## src/rtl/cordic_atan2.sv

```systemverilog
// Vectoring-mode CORDIC: streams (x, y) Q14 pairs from two FWFT FIFOs and
// writes atan2(y, x) and the gain-compensated magnitude to two output FIFOs.
module cordic_atan2 #(
  parameter int unsigned STAGES = 16
) (
  input  logic        clock,
  input  logic        reset,
  output logic        x_rd_en,
  input  logic        x_empty,
  input  logic [15:0] x_dout,
  output logic        y_rd_en,
  input  logic        y_empty,
  input  logic [15:0] y_dout,
  output logic        ang_wr_en,
  input  logic        ang_full,
  output logic [31:0] ang_din,
  output logic        mag_wr_en,
  input  logic        mag_full,
  output logic [15:0] mag_din
);

  localparam int unsigned W    = 18;
  localparam int unsigned PW   = 36;
  localparam int unsigned AW   = 32;
  localparam int unsigned MW   = 16;
  localparam int unsigned FRAC = 14;

  localparam logic signed [W-1:0]  PI       = 18'sd51471;
  localparam logic signed [W-1:0]  NEG_PI   = -18'sd51471;
  localparam logic signed [W-1:0]  TWO_PI   = 18'sd102943;
  localparam logic signed [PW-1:0] GAIN_INV = 36'sd9949;
  localparam logic signed [PW-1:0] MAG_MAX  = 36'sd32767;

  localparam logic signed [W-1:0] ATAN [16] = '{
    18'sd12867, 18'sd7596, 18'sd4013, 18'sd2037,
    18'sd1022,  18'sd511,  18'sd255,  18'sd127,
    18'sd63,    18'sd31,   18'sd15,   18'sd7,
    18'sd3,     18'sd1,    18'sd0,    18'sd0
  };

  logic                pipe_en;
  logic                rd;
  logic                valid_out;
  logic signed [W-1:0] x_ext, y_ext, x0, y0, z0;
  logic                zero0;

  logic signed [W-1:0] x_q [STAGES];
  logic signed [W-1:0] y_q [STAGES];
  logic signed [W-1:0] z_q [STAGES];
  logic signed [W-1:0] x_s [STAGES];
  logic signed [W-1:0] y_s [STAGES];
  logic signed [W-1:0] z_s [STAGES];
  logic signed [W-1:0] x_n [STAGES];
  logic signed [W-1:0] y_n [STAGES];
  logic signed [W-1:0] z_n [STAGES];
  logic [STAGES-1:0]   v_q, zf_q, v_n, zf_n;

  logic signed [PW-1:0] prod;
  logic signed [PW-1:0] mag_w;
  logic [MW-1:0]        mag_c;
  logic signed [W-1:0]  z_last;
  logic signed [W-1:0]  ang_w;

  // Flow control: the pipe advances unless a finished result is blocked.
  always_comb begin
    pipe_en   = !valid_out || (!ang_full && !mag_full);
    rd        = !x_empty && !y_empty && pipe_en;
    x_rd_en   = rd;
    y_rd_en   = rd;
    ang_wr_en = valid_out && !ang_full && !mag_full;
    mag_wr_en = valid_out && !ang_full && !mag_full;
  end

  // Fold the left half-plane onto the right so the micro-rotations converge.
  always_comb begin
    x_ext = W'($signed(x_dout));
    y_ext = W'($signed(y_dout));
    zero0 = (x_dout == 16'h0) && (y_dout == 16'h0);
    if (x_ext[W-1]) begin
      x0 = -x_ext;
      y0 = -y_ext;
      z0 = y_ext[W-1] ? NEG_PI : PI;
    end else begin
      x0 = x_ext;
      y0 = y_ext;
      z0 = '0;
    end
  end

  // Micro-rotation k drives y toward zero and accumulates the angle in z.
  always_comb begin
    x_s[0] = x0;
    y_s[0] = y0;
    z_s[0] = z0;
    for (int k = 1; k < STAGES; k++) begin
      x_s[k] = x_q[k-1];
      y_s[k] = y_q[k-1];
      z_s[k] = z_q[k-1];
    end
    for (int k = 0; k < STAGES; k++) begin
      if (!y_s[k][W-1]) begin
        x_n[k] = x_s[k] + (y_s[k] >>> k);
        y_n[k] = y_s[k] - (x_s[k] >>> k);
        z_n[k] = z_s[k] + ATAN[k];
      end else begin
        x_n[k] = x_s[k] - (y_s[k] >>> k);
        y_n[k] = y_s[k] + (x_s[k] >>> k);
        z_n[k] = z_s[k] - ATAN[k];
      end
    end
    v_n  = (v_q << 1)  | STAGES'(rd);
    zf_n = (zf_q << 1) | STAGES'(zero0);
  end

  // Stage registers, all frozen together during a stall.
  always_ff @(posedge clock or negedge reset) begin
    if (!reset) begin
      for (int k = 0; k < STAGES; k++) begin
        x_q[k] <= '0;
        y_q[k] <= '0;
        z_q[k] <= '0;
      end
      v_q  <= '0;
      zf_q <= '0;
    end else if (pipe_en) begin
      for (int k = 0; k < STAGES; k++) begin
        x_q[k] <= x_n[k];
        y_q[k] <= y_n[k];
        z_q[k] <= z_n[k];
      end
      v_q  <= v_n;
      zf_q <= zf_n;
    end
  end

  // Gain compensation with saturation, and wrap of the angle into [-PI, PI].
  always_comb begin
    prod   = PW'(x_q[STAGES-1]) * GAIN_INV;
    mag_w  = prod >>> FRAC;
    if (mag_w > MAG_MAX) begin
      mag_c = 16'h7FFF;
    end else if (mag_w[PW-1]) begin
      mag_c = '0;
    end else begin
      mag_c = mag_w[MW-1:0];
    end
    z_last = z_q[STAGES-1];
    if (z_last > PI) begin
      ang_w = z_last - TWO_PI;
    end else if (z_last < NEG_PI) begin
      ang_w = z_last + TWO_PI;
    end else begin
      ang_w = z_last;
    end
    if (zf_q[STAGES-1]) begin
      ang_w = '0;
      mag_c = '0;
    end
  end

  // Output register holding the result until both FIFOs accept it.
  always_ff @(posedge clock or negedge reset) begin
    if (!reset) begin
      valid_out <= 1'b0;
      ang_din   <= '0;
      mag_din   <= '0;
    end else if (pipe_en) begin
      valid_out <= v_q[STAGES-1];
      ang_din   <= AW'(ang_w);
      mag_din   <= mag_c;
    end
  end

endmodule

```

## config.mk

```make
export PLATFORM = sky130hd
export DESIGN_NAME = cordic_atan2
export DESIGN_NICKNAME = d
export VERILOG_FILES = /design/src/rtl/cordic_atan2.sv
export SDC_FILE = /design/constraint.sdc
export NUM_CORES = 2
export LEC_CHECK = 0
export BUFFER_PORTS_ARGS = -buffer_cell sky130_fd_sc_hd__buf_4
export CORE_ASPECT_RATIO = 0.9
export CORE_MARGIN = 2
export CORE_UTILIZATION = 50
export DETAILED_ROUTE_END_ITERATION = 10
export PLACE_DENSITY_LB_ADDON = 0.2
export SETUP_SLACK_MARGIN = 0.15
export SLEW_MARGIN = 20
export SYNTH_ARGS = -nofsm -noshare
export SYNTH_HDL_FRONTEND = slang
export SYNTH_SLANG_ARGS = --single-unit
export TNS_END_PERCENT = 1
```

## constraint.sdc

```tcl
create_clock -name clock -period 6.8 [get_ports clock]
set_input_delay 1.02 -clock clock [delete_from_list [all_inputs] [get_ports clock]]
set_output_delay 1.02 -clock clock [all_outputs]
set_load 0.05 [all_outputs]
```

==> impl_metrics.tcl <==
set metrics [dict create \
    status "finished, final reports clean" \
    die_h_microns 376.6 \
    core_area_sq_um 153000 \
    cts_inserted_buffers 102 \
    clock_sinks 888 \
    tightestPinTransition_ps 1054 \
    via_per_inst 5.681 \
    crit_type "register to register" \
    skew_ps 46.07 \
    clock_latency_ps 740 \
    drc 0 \
    antenna_found_initial 0 \
    setup.worst_path.start_class "register" \
    clockRootBuffer "clkbuf_16" \
    ioPinCount 90 \
    path_max_fanout 15 \
    vias 64180 \
    portBuffers 89 \
    dr.pass1.iters 6 \
    path_clk_slew_ps 60 \
    cp.required_ps 7380 \
    layout-drive-gt1-share_pct 4.390 \
    finalWirelength_mm 189.9 \
    synth_cells 9281 \
    grt_max_degree 222 \
    layout.nets 10310 \
    synth.distinct_cells 87 \
    hold_path.class "input port to async pin" \
    rsz0062_at_grt "false" \
    slew_violations 0 \
    max_slew_margin_pct 29.70 \
    cts_max_level 3 \
    grt_overflow 0 \
    period_share_pct 93.30 \
    async_flop_share_pct 100.0 \
    hpwl_mm 144.4 \
    fin_crit_ps 6344 \
    grtUsageTotal_pct 23.90 \
    whs_ps 277.7 \
    synth-seq-cells 888 \
    rows 136 \
    die_area_sq_um 157400 \
    yosys_warnings 0 \
    cts_hold_buffers 0 \
    maxCapViolations 0 \
    tns_ps 0 \
    drtAntennaViolNets 0 \
    syn_area_per_cell_sq_um 8.310 \
    drt_iter0_drc 4464 \
    cp.arrival_ps 6920 \
    fmax_ghz 0.1576 \
    area_growth_pct 7.880 \
    cts_tree "done" \
    finalSetupViolCount 0 \
    seq_area_frac_synth_pct 28.81 \
    fin_util_pct 54.39 \
    num-fill-cells 14200 \
    hold_viol_final 0 \
    crit_path_end_kind "register" \
    wire_per_inst_microns 16.80 \
    grt_pass1_vias 61490 \
    routabilityCongestion 0.9052 \
    ys.flop_type "dfrtp_1" \
    synth-edff-count 0 \
    grt_first_pass_wirelength_mm 315.5 \
    die_width_microns 418.0 \
    clk_path_buf_depth 3 \
    synth_area_sq_um 77120 \
    floorplan.initialDensity_pct 50.41 \
]
-- final timing paths --
kind | from | to | slack (ps) | depth (start not counted)
max | x_q[7]$_DFFE_PN0P_ | mag_din[6]$_DFFE_PN0P_ | 460 | 21
min | reset | mag_din[1]$_DFFE_PN0P_ | 280 | 1
max reg2reg | x_q[7]$_DFFE_PN0P_ | mag_din[6]$_DFFE_PN0P_ | 460 | 21
min reg2reg | z_q[33]$_DFFE_PN0P_ | z_q[33]$_DFFE_PN0P_ | 460 | 2
max in group asynchronous | reset | z_q[234]$_DFFE_PN0P_ | 5060 | 2
min in group clock | z_q[33]$_DFFE_PN0P_ | z_q[33]$_DFFE_PN0P_ | 460 | 2
-- registers in the layout (all words and copies together) (netlist names) --
name,flops
ang_din,18
mag_din,16
v_q,16
valid_out,1
x_q,288
y_q,254
z_last,18
z_q,261
zf_q,16
-- worst max-delay path: stages (launching register included) --
cell,delay [ps]
dfrtp_1,470
ha_1,350
inv_1,90
fa_1,520
fa_1,520
inv_1,70
fa_1,470
fa_1,540
inv_1,50
fa_1,520
inv_1,40
ha_1,320
a211oi_2,270
nand2_1,130
a2111oi_4,190
buf_4,190
a2111oi_4,90
o21a_1,290
o2111ai_2,220
a31oi_1,110
o31a_2,450
a221o_1,290
-- layout by cell type (no fill, tap or decap), drive strengths merged, types with 73 or more instances in the layout --
cell type  count
a21o         179
xnor2        416
nor2b         87
o31ai         97
nand3        118
inv          550
nand2b       135
or3           76
fa           161
xor2         454
a211oi        73
nor3         228
nor2         992
a31oi        105
nand2       1072
buf          139
a21oi        900
ha           903
o21a         146
o21ai        635
clkbuf       151
dfrtp        888
-- synthesized netlist by cell type, types with 87 or more instances --
cell / number / area, sq um
nand2_1: 1072 / 4024
nor2_1: 992 / 3724
ha_1: 903 / 11300
a21oi_1: 900 / 4504
dfrtp_1: 888 / 22220
o21ai_0: 631 / 3158
inv_1: 548 / 2057
xor2_1: 454 / 3976
xnor2_1: 416 / 3643
clkbuf_1: 266 / 998.5
nor3_1: 228 / 1141
a21o_1: 179 / 1344
fa_1: 161 / 3223
o21a_1: 146 / 1096
nand2b_1: 135 / 844.6
nand3_1: 118 / 590.6
a31oi_1: 105 / 656.9
o31ai_1: 97 / 728.2
nor2b_1: 87 / 544.3
-- layer usage --
layer	global-route usage, %	routed length, microns	part of all wire (%)	vias up
met5	0	0	0	-
met4	5.000	3580	1.9	0
met3	2.686	7300	3.8	237
met2	36.90	82080	43	1066
met1	35.90	96890	51	30570
li1	-	-	-	32310
-- final cells by class --
cell class | instances | area, sq um | area share (%)
antenna | 3 | 7.507 | 0.009023
clock buffer | 151 | 2999 | 3.605
clock inverter | 35 | 544.3 | 0.6542
inverter | 552 | 2072 | 2.490
multi-input combinational | 7529 | 51640 | 62.06
sequential | 888 | 22220 | 26.71
tap | 2001 | 2504 | 3.009
timing repair buffer | 139 | 1214 | 1.459
-- what timing repair did --
item / 4_1_cts / 5_1_grt
pin swaps: 0 / 2
resized for setup: 1 / 2
endpoints found under the setup margin: 15 / 15
buffers inserted: 0 / 1
-- cells by family (layout without fill, tap and decap cells) --
group / Yosys count / in the layout / synth area share [%]
flip-flops: 888 / 888 / 28.81
AND/OR/NAND/NOR: 3030 / 3030 / 17.58
XOR/XNOR: 870 / 870 / 9.880
multiplexers: 43 / 43 / 0.5905
other: 2 / 6 / 0.009738
buffers and inverters: 865 / 877 / 4.299
AO/OA/AOI/OAI: 2519 / 2519 / 20.00
adder cells (fa/ha/maj): 1064 / 1064 / 18.83
-- per-stage QoR --
stage	worst slack [ps]	instance area, sq um	instances
after floorplan	812.7	77130	9282
after global placement	151.3	79610	11110
after detailed placement	132.1	79610	11110
after CTS	166.7	83160	11290
after global routing	144.8	83190	11300
final	455.7	83200	11300
Power is left out: the tool's default activity adds up to more than one toggle a clock period on the data nets, which glitch-free logic cannot reach.
